`src/rtl/alu_pkg.sv`:
```
// -----------------------------------------------------------------------------
// alu_pkg
// Shared types for the 32-bit ALU initiator: opcodes, flag bit positions,
// branch conditions and the sequencer state encoding.
// -----------------------------------------------------------------------------
package alu_pkg;

  localparam int unsigned ALU_W  = 32;
  localparam int unsigned WIDE_W = 64;

  typedef enum logic [3:0] {
    OP_ADD    = 4'h0,
    OP_SUB    = 4'h1,
    OP_AND    = 4'h2,
    OP_OR     = 4'h3,
    OP_XOR    = 4'h4,
    OP_SRL    = 4'h5,
    OP_SRA    = 4'h6,
    OP_SLL    = 4'h7,
    OP_CARRY  = 4'h8,
    OP_BORROW = 4'h9
  } alu_op_e;

  // Bit positions inside the 4-bit {ovf, sign, borrow, zero} flag vector.
  localparam int unsigned FLAG_ZERO   = 0;
  localparam int unsigned FLAG_BORROW = 1;
  localparam int unsigned FLAG_SIGN   = 2;
  localparam int unsigned FLAG_OVF    = 3;

  typedef enum logic [2:0] {
    COND_NEVER  = 3'd0,
    COND_EQ     = 3'd1,
    COND_NE     = 3'd2,
    COND_LTU    = 3'd3,
    COND_GEU    = 3'd4,
    COND_LT     = 3'd5,
    COND_GE     = 3'd6,
    COND_ALWAYS = 3'd7
  } cond_e;

  typedef enum logic [2:0] {
    ST_IDLE = 3'd0,
    ST_EXEC = 3'd1,
    ST_P1   = 3'd2,
    ST_P2   = 3'd3,
    ST_P3   = 3'd4,
    ST_P4   = 3'd5,
    ST_RESP = 3'd6
  } seq_state_e;

endpackage

```
`src/rtl/alu_sequencer_if.sv`:
```
// -----------------------------------------------------------------------------
// alu_sequencer_if
// Bundles the request handshake, response handshake and the external ALU
// connection of alu_sequencer.
//   slave  : the sequencer's view (takes requests, returns responses, drives ALU)
//   master : the requester/consumer/ALU side
// -----------------------------------------------------------------------------
interface alu_sequencer_if;

  // Request channel
  logic        req_valid;
  logic        req_ready;
  logic [3:0]  req_op;
  logic        req_wide;
  logic [63:0] req_a;
  logic [63:0] req_b;
  logic [2:0]  req_cond;

  // Response channel
  logic        rsp_valid;
  logic        rsp_ready;
  logic [63:0] rsp_res;
  logic [3:0]  rsp_flags;
  logic        rsp_cond;
  logic        rsp_err;

  // External combinational ALU
  logic [31:0] alu_a;
  logic [31:0] alu_b;
  logic [3:0]  alu_op;
  logic [31:0] alu_res;
  logic [3:0]  alu_flags;

  modport slave (
    input  req_valid, req_op, req_wide, req_a, req_b, req_cond,
    output req_ready,
    output rsp_valid, rsp_res, rsp_flags, rsp_cond, rsp_err,
    input  rsp_ready,
    output alu_a, alu_b, alu_op,
    input  alu_res, alu_flags
  );

  modport master (
    output req_valid, req_op, req_wide, req_a, req_b, req_cond,
    input  req_ready,
    input  rsp_valid, rsp_res, rsp_flags, rsp_cond, rsp_err,
    output rsp_ready,
    input  alu_a, alu_b, alu_op,
    output alu_res, alu_flags
  );

endinterface

```
`src/rtl/alu_cond_eval.sv`:
```
// -----------------------------------------------------------------------------
// alu_cond_eval
// Combinational branch-condition evaluator over {ovf, sign, borrow, zero}.
//   flags_i [3:0] : flag vector
//   cond_i  [2:0] : condition code (NEVER, EQ, NE, LTU, GEU, LT, GE, ALWAYS)
//   taken_o       : condition result
// -----------------------------------------------------------------------------
module alu_cond_eval
  import alu_pkg::*;
(
  input  logic [3:0] flags_i,
  input  logic [2:0] cond_i,
  output logic       taken_o
);

  logic signed_lt;
  assign signed_lt = flags_i[FLAG_SIGN] ^ flags_i[FLAG_OVF];

  always_comb begin
    taken_o = 1'b0;
    case (cond_e'(cond_i))
      COND_NEVER:  taken_o = 1'b0;
      COND_EQ:     taken_o = flags_i[FLAG_ZERO];
      COND_NE:     taken_o = !flags_i[FLAG_ZERO];
      COND_LTU:    taken_o = flags_i[FLAG_BORROW];
      COND_GEU:    taken_o = !flags_i[FLAG_BORROW];
      COND_LT:     taken_o = signed_lt;
      COND_GE:     taken_o = !signed_lt;
      COND_ALWAYS: taken_o = 1'b1;
      default:     taken_o = 1'b0;
    endcase
  end

endmodule

```
`src/rtl/alu_sequencer.sv`:
```
// -----------------------------------------------------------------------------
// alu_sequencer
// Initiator for an external 32-bit combinational ALU. Accepts one request at a
// time, drives the ALU from registers, and returns result, flags and an
// evaluated condition. 64-bit add/sub runs as four ALU passes:
//   P1 lo op, P2 lo carry/borrow, P3 hi op, P4 (hi result) op carry.
//   clk : rising-edge clock
//   rst : asynchronous active-high reset
//   bus : alu_sequencer_if.slave (request, response and ALU signals)
// -----------------------------------------------------------------------------
module alu_sequencer
  import alu_pkg::*;
(
  input  logic           clk,
  input  logic           rst,
  alu_sequencer_if.slave bus
);

  seq_state_e  state_q, state_d;
  logic [63:0] a_q, a_d;
  logic [63:0] b_q, b_d;
  logic        sub_q, sub_d;       // wide op is subtract
  logic [2:0]  cond_q, cond_d;
  logic        err_q, err_d;       // illegal wide request in flight
  logic [31:0] res_lo_q, res_lo_d;
  logic        carry_q, carry_d;   // carry/borrow out of the low half
  logic [31:0] alu_a_q, alu_a_d;
  logic [31:0] alu_b_q, alu_b_d;
  logic [3:0]  alu_op_q, alu_op_d;
  logic        rsp_valid_q, rsp_valid_d;
  logic [63:0] rsp_res_q, rsp_res_d;
  logic [3:0]  rsp_flags_q, rsp_flags_d;
  logic        rsp_cond_q, rsp_cond_d;
  logic        rsp_err_q, rsp_err_d;

  // Flags being captured this cycle; the evaluator sees the same value so the
  // condition lands in the response register together with the flags.
  logic [3:0]  cap_flags;
  logic        cap_taken;
  logic [63:0] wide_res;

  assign wide_res = {bus.alu_res, res_lo_q};

  always_comb begin
    cap_flags = 4'h0;
    if (state_q == ST_EXEC && !err_q) begin
      cap_flags = bus.alu_flags;
    end else if (state_q == ST_P4) begin
      cap_flags[FLAG_ZERO] = (wide_res == 64'h0);
      cap_flags[FLAG_SIGN] = bus.alu_res[31];
    end
  end

  alu_cond_eval u_cond_eval (
    .flags_i (cap_flags),
    .cond_i  (cond_q),
    .taken_o (cap_taken)
  );

  // NOTE: every _d is defaulted to its _q first, so no path through the case
  // leaves a variable unassigned and no latch is inferred.
  always_comb begin
    state_d     = state_q;
    a_d         = a_q;
    b_d         = b_q;
    sub_d       = sub_q;
    cond_d      = cond_q;
    err_d       = err_q;
    res_lo_d    = res_lo_q;
    carry_d     = carry_q;
    alu_a_d     = alu_a_q;
    alu_b_d     = alu_b_q;
    alu_op_d    = alu_op_q;
    rsp_valid_d = rsp_valid_q;
    rsp_res_d   = rsp_res_q;
    rsp_flags_d = rsp_flags_q;
    rsp_cond_d  = rsp_cond_q;
    rsp_err_d   = rsp_err_q;

    case (state_q)
      ST_IDLE: begin
        if (bus.req_valid) begin
          a_d    = bus.req_a;
          b_d    = bus.req_b;
          cond_d = bus.req_cond;
          sub_d  = bus.req_op[0];
          err_d  = 1'b0;
          if (!bus.req_wide) begin
            state_d  = ST_EXEC;
            alu_a_d  = bus.req_a[31:0];
            alu_b_d  = bus.req_b[31:0];
            alu_op_d = bus.req_op;
          end else if (bus.req_op == OP_ADD || bus.req_op == OP_SUB) begin
            state_d  = ST_P1;
            alu_a_d  = bus.req_a[31:0];
            alu_b_d  = bus.req_b[31:0];
            alu_op_d = bus.req_op;
          end else begin
            // Illegal wide op: spend one idle pass (ALU left at 0) so the
            // error response keeps the same latency as a narrow op.
            state_d = ST_EXEC;
            err_d   = 1'b1;
          end
        end
      end

      ST_EXEC: begin
        rsp_valid_d = 1'b1;
        rsp_res_d   = err_q ? 64'h0 : {32'h0, bus.alu_res};
        rsp_flags_d = cap_flags;
        rsp_cond_d  = err_q ? 1'b0 : cap_taken;
        rsp_err_d   = err_q;
        alu_a_d     = '0;
        alu_b_d     = '0;
        alu_op_d    = '0;
        state_d     = ST_RESP;
      end

      ST_P1: begin
        res_lo_d = bus.alu_res;
        alu_op_d = sub_q ? OP_BORROW : OP_CARRY;
        state_d  = ST_P2;
      end

      ST_P2: begin
        carry_d  = bus.alu_res[0];
        alu_a_d  = a_q[63:32];
        alu_b_d  = b_q[63:32];
        alu_op_d = sub_q ? OP_SUB : OP_ADD;
        state_d  = ST_P3;
      end

      ST_P3: begin
        // Fold the low-half carry/borrow into the high partial result.
        alu_a_d = bus.alu_res;
        alu_b_d = {31'h0, carry_q};
        state_d = ST_P4;
      end

      ST_P4: begin
        rsp_valid_d = 1'b1;
        rsp_res_d   = wide_res;
        rsp_flags_d = cap_flags;
        rsp_cond_d  = cap_taken;
        rsp_err_d   = 1'b0;
        alu_a_d     = '0;
        alu_b_d     = '0;
        alu_op_d    = '0;
        state_d     = ST_RESP;
      end

      ST_RESP: begin
        if (bus.rsp_ready) begin
          rsp_valid_d = 1'b0;
          state_d     = ST_IDLE;
        end
      end

      default: state_d = ST_IDLE;
    endcase
  end

  // NOTE: sequential state uses non-blocking assignments so every register
  // samples pre-edge values regardless of process ordering.
  always_ff @(posedge clk or posedge rst) begin
    if (rst) begin
      state_q     <= ST_IDLE;
      a_q         <= '0;
      b_q         <= '0;
      sub_q       <= 1'b0;
      cond_q      <= '0;
      err_q       <= 1'b0;
      res_lo_q    <= '0;
      carry_q     <= 1'b0;
      alu_a_q     <= '0;
      alu_b_q     <= '0;
      alu_op_q    <= '0;
      rsp_valid_q <= 1'b0;
      rsp_res_q   <= '0;
      rsp_flags_q <= '0;
      rsp_cond_q  <= 1'b0;
      rsp_err_q   <= 1'b0;
    end else begin
      state_q     <= state_d;
      a_q         <= a_d;
      b_q         <= b_d;
      sub_q       <= sub_d;
      cond_q      <= cond_d;
      err_q       <= err_d;
      res_lo_q    <= res_lo_d;
      carry_q     <= carry_d;
      alu_a_q     <= alu_a_d;
      alu_b_q     <= alu_b_d;
      alu_op_q    <= alu_op_d;
      rsp_valid_q <= rsp_valid_d;
      rsp_res_q   <= rsp_res_d;
      rsp_flags_q <= rsp_flags_d;
      rsp_cond_q  <= rsp_cond_d;
      rsp_err_q   <= rsp_err_d;
    end
  end

  assign bus.req_ready = (state_q == ST_IDLE);
  assign bus.rsp_valid = rsp_valid_q;
  assign bus.rsp_res   = rsp_res_q;
  assign bus.rsp_flags = rsp_flags_q;
  assign bus.rsp_cond  = rsp_cond_q;
  assign bus.rsp_err   = rsp_err_q;
  assign bus.alu_a     = alu_a_q;
  assign bus.alu_b     = alu_b_q;
  assign bus.alu_op    = alu_op_q;

endmodule

```
`src/flat_wrapper.sv`:
```
// flat-port wrapper written by rule: the top's interface ports become plain ports
module alu_sequencer_flat import alu_pkg::*;
  (clk, rst, bus_req_valid, bus_req_op, bus_req_wide, bus_req_a, bus_req_b, bus_req_cond, bus_req_ready, bus_rsp_valid, bus_rsp_res, bus_rsp_flags, bus_rsp_cond, bus_rsp_err, bus_rsp_ready, bus_alu_a, bus_alu_b, bus_alu_op, bus_alu_res, bus_alu_flags);
  alu_sequencer_if bus_i ();
  input  logic clk;
  input  logic rst;
  input wire logic [$bits(bus_i.req_valid)-1:0] bus_req_valid;
  input wire logic [$bits(bus_i.req_op)-1:0] bus_req_op;
  input wire logic [$bits(bus_i.req_wide)-1:0] bus_req_wide;
  input wire logic [$bits(bus_i.req_a)-1:0] bus_req_a;
  input wire logic [$bits(bus_i.req_b)-1:0] bus_req_b;
  input wire logic [$bits(bus_i.req_cond)-1:0] bus_req_cond;
  output wire logic [$bits(bus_i.req_ready)-1:0] bus_req_ready;
  output wire logic [$bits(bus_i.rsp_valid)-1:0] bus_rsp_valid;
  output wire logic [$bits(bus_i.rsp_res)-1:0] bus_rsp_res;
  output wire logic [$bits(bus_i.rsp_flags)-1:0] bus_rsp_flags;
  output wire logic [$bits(bus_i.rsp_cond)-1:0] bus_rsp_cond;
  output wire logic [$bits(bus_i.rsp_err)-1:0] bus_rsp_err;
  input wire logic [$bits(bus_i.rsp_ready)-1:0] bus_rsp_ready;
  output wire logic [$bits(bus_i.alu_a)-1:0] bus_alu_a;
  output wire logic [$bits(bus_i.alu_b)-1:0] bus_alu_b;
  output wire logic [$bits(bus_i.alu_op)-1:0] bus_alu_op;
  input wire logic [$bits(bus_i.alu_res)-1:0] bus_alu_res;
  input wire logic [$bits(bus_i.alu_flags)-1:0] bus_alu_flags;
  assign bus_i.req_valid = bus_req_valid;
  assign bus_i.req_op = bus_req_op;
  assign bus_i.req_wide = bus_req_wide;
  assign bus_i.req_a = bus_req_a;
  assign bus_i.req_b = bus_req_b;
  assign bus_i.req_cond = bus_req_cond;
  assign bus_req_ready = bus_i.req_ready;
  assign bus_rsp_valid = bus_i.rsp_valid;
  assign bus_rsp_res = bus_i.rsp_res;
  assign bus_rsp_flags = bus_i.rsp_flags;
  assign bus_rsp_cond = bus_i.rsp_cond;
  assign bus_rsp_err = bus_i.rsp_err;
  assign bus_i.rsp_ready = bus_rsp_ready;
  assign bus_alu_a = bus_i.alu_a;
  assign bus_alu_b = bus_i.alu_b;
  assign bus_alu_op = bus_i.alu_op;
  assign bus_i.alu_res = bus_alu_res;
  assign bus_i.alu_flags = bus_alu_flags;
  alu_sequencer u_core (.clk(clk), .rst(rst), .bus(bus_i));
endmodule
```
`config.mk`:
```
export PLATFORM = sky130hd
export DESIGN_NAME = alu_sequencer_flat
export DESIGN_NICKNAME = d
export VERILOG_FILES = /design/src/rtl/alu_pkg.sv /design/src/rtl/alu_sequencer_if.sv /design/src/rtl/alu_cond_eval.sv /design/src/rtl/alu_sequencer.sv /design/src/flat_wrapper.sv
export SDC_FILE = /design/constraint.sdc
export NUM_CORES = 1
export LEC_CHECK = 0
export CAP_MARGIN = 20
export CORE_MARGIN = 4
export CORE_UTILIZATION = 40
export CTS_BUF_LIST = sky130_fd_sc_hd__clkbuf_4 sky130_fd_sc_hd__clkbuf_8
export DETAILED_ROUTE_END_ITERATION = 12
export PLACE_DENSITY = 0.65
export SYNTH_ARGS = -nofsm -noshare
export SYNTH_HDL_FRONTEND = slang
export SYNTH_HIERARCHICAL = 1
export SYNTH_SLANG_ARGS = --single-unit
export TNS_END_PERCENT = 1
```
`constraint.sdc`:
```
create_clock -name clk -period 9.4 [get_ports clk]
set_input_delay 1.88 -clock clk [delete_from_list [all_inputs] [get_ports clk]]
set_output_delay 1.88 -clock clk [all_outputs]
set_load 0.05 [all_outputs]
```
==> out/metrics.cfg <==
[run_status]
status = finished, final reports clean

[route]
viasPerCell = 5.64
drtIter0Drc = 678
vias = 8933
drc = 0
routedWlPerCell_um = 23.0
firstDrtPassIters = 5
wirelength_um = 36400
antenna_left = 0

[sta]
fin_ws_ns = 5.01
fin_crit_ns = 4.39
maxSlewViolCount = 0
setup-violations-final = 0
hold_viol = 0
holdWs_ns = 0.477
fin_tns_setup_ns = 0
slew_headroom = 0.272
rsz0062_at_grt = false
finalCritPeriodShare = 0.467
max_freq_ghz = 0.228
fin_worst_skew_ns = 0.0300
worst_pin_slew_ns = 1.09

[synth]
synthMuxAreaShare = 0.109
synth_top_family_by_area = compound AO/OA/AOI/OAI gates
synth-simple-area-share = 0.0915
synthTopCellsByArea = dfrtp_1 57%, mux2_2 9.8%, a22oi_1 4.7%
synth-async-reset-ratio = 1.00
synth.avg_cell_area_sq_um = 11.6
ys_seq_area_frac = 0.567
synthAdderAreaFrac = 0
netlist_area_sq_mm = 0.0108
yosys_warnings = 6
netlist.area_leader.share = 0.567
synth_compound_area_frac = 0.193
synth_edf_count = 0
ys_seq_elements = 244
synth.distinct_cells = 45
synthCells = 927
synth_area_leader_cell = dfrtp_1
synth_ff_type = dfrtp_1
synth_fp_nets = 1103
synth_xor_area_frac = 0.000813

[critical_path]
cp.depth = 10
cp_max_fo = 5
cp_slowest_cell = clkdlybuf4s50_1
r2r_end = u_core/bus.alu_a[31]$_DFFE_PP0P_
cp-startpoint = bus_alu_res[23]
max_stage_delay_ns = 0.59
path_buf_inv = 1
cp.required_ns = 9.83
crit_path_end = u_core/bus.rsp_cond$_DFFE_PP0P_
path_cells = clkdlybuf4s50_1 > nor4_1 > nand4_1 > or4_1 > o21ai_0 > nor2_1 > mux4_2 > a311o_1 > o21ai_0 > nand2_1
worstRegToRegCells = 6
crit_path_end_kind = flop
cp.arrival_ns = 4.83
crit_type = in2reg
reg2reg_slack_ns = 5.58
reg2reg_from = u_core/state_q[0]$_DFFE_PP0P_
critical_path.top_delay_family = simple AND/OR/NAND/NOR gates
start_kind = primary input
cpMostUsedCell = o21ai_0

[final_layout]
mostFrequentLayoutCells = 315 x clkdlybuf4s50_1, 242 x dfrtp_1, 94 x mux2_2, 84 x nor2_1, 67 x a22oi_1
seq_area_sq_mm = 0.00611
nets = 1392
fillers = 2265
multi_input_area_sq_mm = 0.00430
final_common_cell = clkdlybuf4s50_1
layout-drive-gt1-share = 0.156
syn2layout_area_growth_pct = 39.6

[grt]
overflow = 0
grt_max_degree = 128
antenna_found_initial = 6
grt_pass1_wl_um = 55400
grt_pass1_vias = 9193
grt_use_total = 0.240

[clocking]
cts_buffer_depth = 3
cts_buffers = 43
htree_levels = 2
clk_pin_slew_ns = 0.06
worstSkewPairLatency_ns = 0.56
clock-root-buffer = clkbuf_8
cts_setup_buffers = 0
ctsHoldBuffers = 0
cts_resized = 0
cts.sink_count = 244
cts_tree = done

[floorplanning]
core_sq_mm = 0.0263
io_pins = 316
die_x_um = 172
rows = 59
die_area_sq_mm = 0.0296
die_h_um = 172
initial_core_util = 0.410

[placement]
dp_slack_ns = 4.42
routabilityCongestion = 0.912
hpwlAfterDp_um = 24400
io_buffers = 315

[pwr]
clockPowerShare = 0.164
p_sw_w = 0.00297
peakVddDrop_uv = 228
power.internal_w = 0.00347
leakagePower_nw = 6.10
pwr-share-seq = 0.299
swShare = 0.461
powerDensity_mw_per_mm2 = 429
pwr-share-comb = 0.537

[min_path]
hold_class = reg2reg

[run]
max_cap_violations = 0

==> kinds of logic (layout without fill, tap and decap cells) <==
family                 count (synthesis)  in the layout
multiplexers                         103            103
flip-flops                           244            244
other                                  0              6
AO/OA/AOI/OAI                        287            287
buffers and inverters                 90            405
AND/OR/NAND/NOR                      202            202
XOR/XNOR                               1              1
==> stage by stage <==
step,instances,total power [W],cell area (sq um),utilization
3_3_place_gp,1506,0.00536,14100,0.537
5_1_grt,1582,0.00683,15000,0.572
6_report,1583,0.00645,15000,0.572
2_1_floorplan,927,0.00428,10800,-
3_5_place_dp,1506,0.00542,14100,0.537
4_1_cts,1577,0.00649,15000,0.572
==> power groups by stage <==
stage	Clock, W	Sequential (W)	Combinational, W
after floorplan	0	0.00283	0.00145
final	0.00106	0.00193	0.00346
after global routing	0.00113	0.00199	0.00370
after global placement	0	0.00192	0.00344
after detailed placement	0	0.00194	0.00348
after CTS	0.00108	0.00193	0.00348
==> synthesized netlist by cell type, types with 4 or more instances <==
cell type and instances:
nand2_1 40, nor3_1 4, o21a_1 22, buf_6 7, a21oi_1 46, a221oi_1 31
buf_2 27, nor2b_1 4, o21ai_0 39, clkbuf_1 42, nand3_1 5, a22oi_1 67
a22o_1 33, nor3b_1 32, nor4_1 16, o221ai_1 23, dfrtp_1 244, buf_1 9
inv_1 4, mux2_2 94, nor2_1 85, and2_1 5, o22a_1 12, mux2_1 7
==> cell type report <==
| type | count | share of cell area |
|---|---|---|
| Sequential cell | 244 | 0.406 |
| Multi-Input combinational cell | 593 | 0.286 |
| Timing Repair Buffer | 329 | 0.217 |
| Clock buffer | 61 | 0.0516 |
| Tap cell | 335 | 0.0279 |
| Clock inverter | 10 | 0.00931 |
| Inverter | 5 | 0.00175 |
| Antenna cell | 6 | 0.000998 |
==> state kept, by name (all words and copies together) (netlist names), 3 cells and up <==
| signal | count |
|---|---|
| u_core/a_q | 32 |
| u_core/bus.rsp_flags | 4 |
| u_core/bus.rsp_res | 64 |
| u_core/res_lo_q | 32 |
| u_core/state_q | 3 |
| u_core/cond_q | 3 |
| u_core/bus.alu_op | 4 |
| u_core/bus.alu_a | 32 |
| u_core/bus.alu_b | 32 |
| u_core/b_q | 32 |
==> worst reg2reg max path: cells and delay by family, from the launching register on <==
| kind | cells | cell delay, ns |
|---|---|---|
| compound gates | 3 | 1.18 |
| simple gates | 1 | 1.01 |
| buf+inv | 2 | 1.17 |
| flops | 1 | 0.35 |
==> layer usage <==
layer	up-vias	GRT usage	part of all wire
met5	-	0	0.00036
met4	2	0.0718	0.023
met3	63	0.0670	0.081
met2	384	0.376	0.47
met1	4421	0.329	0.43
li1	4063	-	-
==> worst min-delay path by stage <==
stage	slack, ns	endpoint	from	cells after the start
after floorplan	0.46	u_core/b_q[54]$_DFFE_PP0P_	u_core/b_q[54]$_DFFE_PP0P_	1
after global placement	0.46	u_core/bus.rsp_res[22]$_DFFE_PP0P_	u_core/bus.rsp_res[22]$_DFFE_PP0P_	2
after detailed placement	0.47	u_core/bus.rsp_flags[3]$_DFFE_PP0P_	u_core/bus.rsp_flags[3]$_DFFE_PP0P_	1
after CTS	0.48	u_core/bus.rsp_flags[3]$_DFFE_PP0P_	u_core/bus.rsp_flags[3]$_DFFE_PP0P_	1
after global routing	0.49	u_core/bus.rsp_flags[3]$_DFFE_PP0P_	u_core/bus.rsp_flags[3]$_DFFE_PP0P_	1
final	0.48	u_core/bus.rsp_res[31]$_DFFE_PP0P_	u_core/bus.rsp_res[31]$_DFFE_PP0P_	2
No activity file was read; power rests on OpenSTA's default activity.
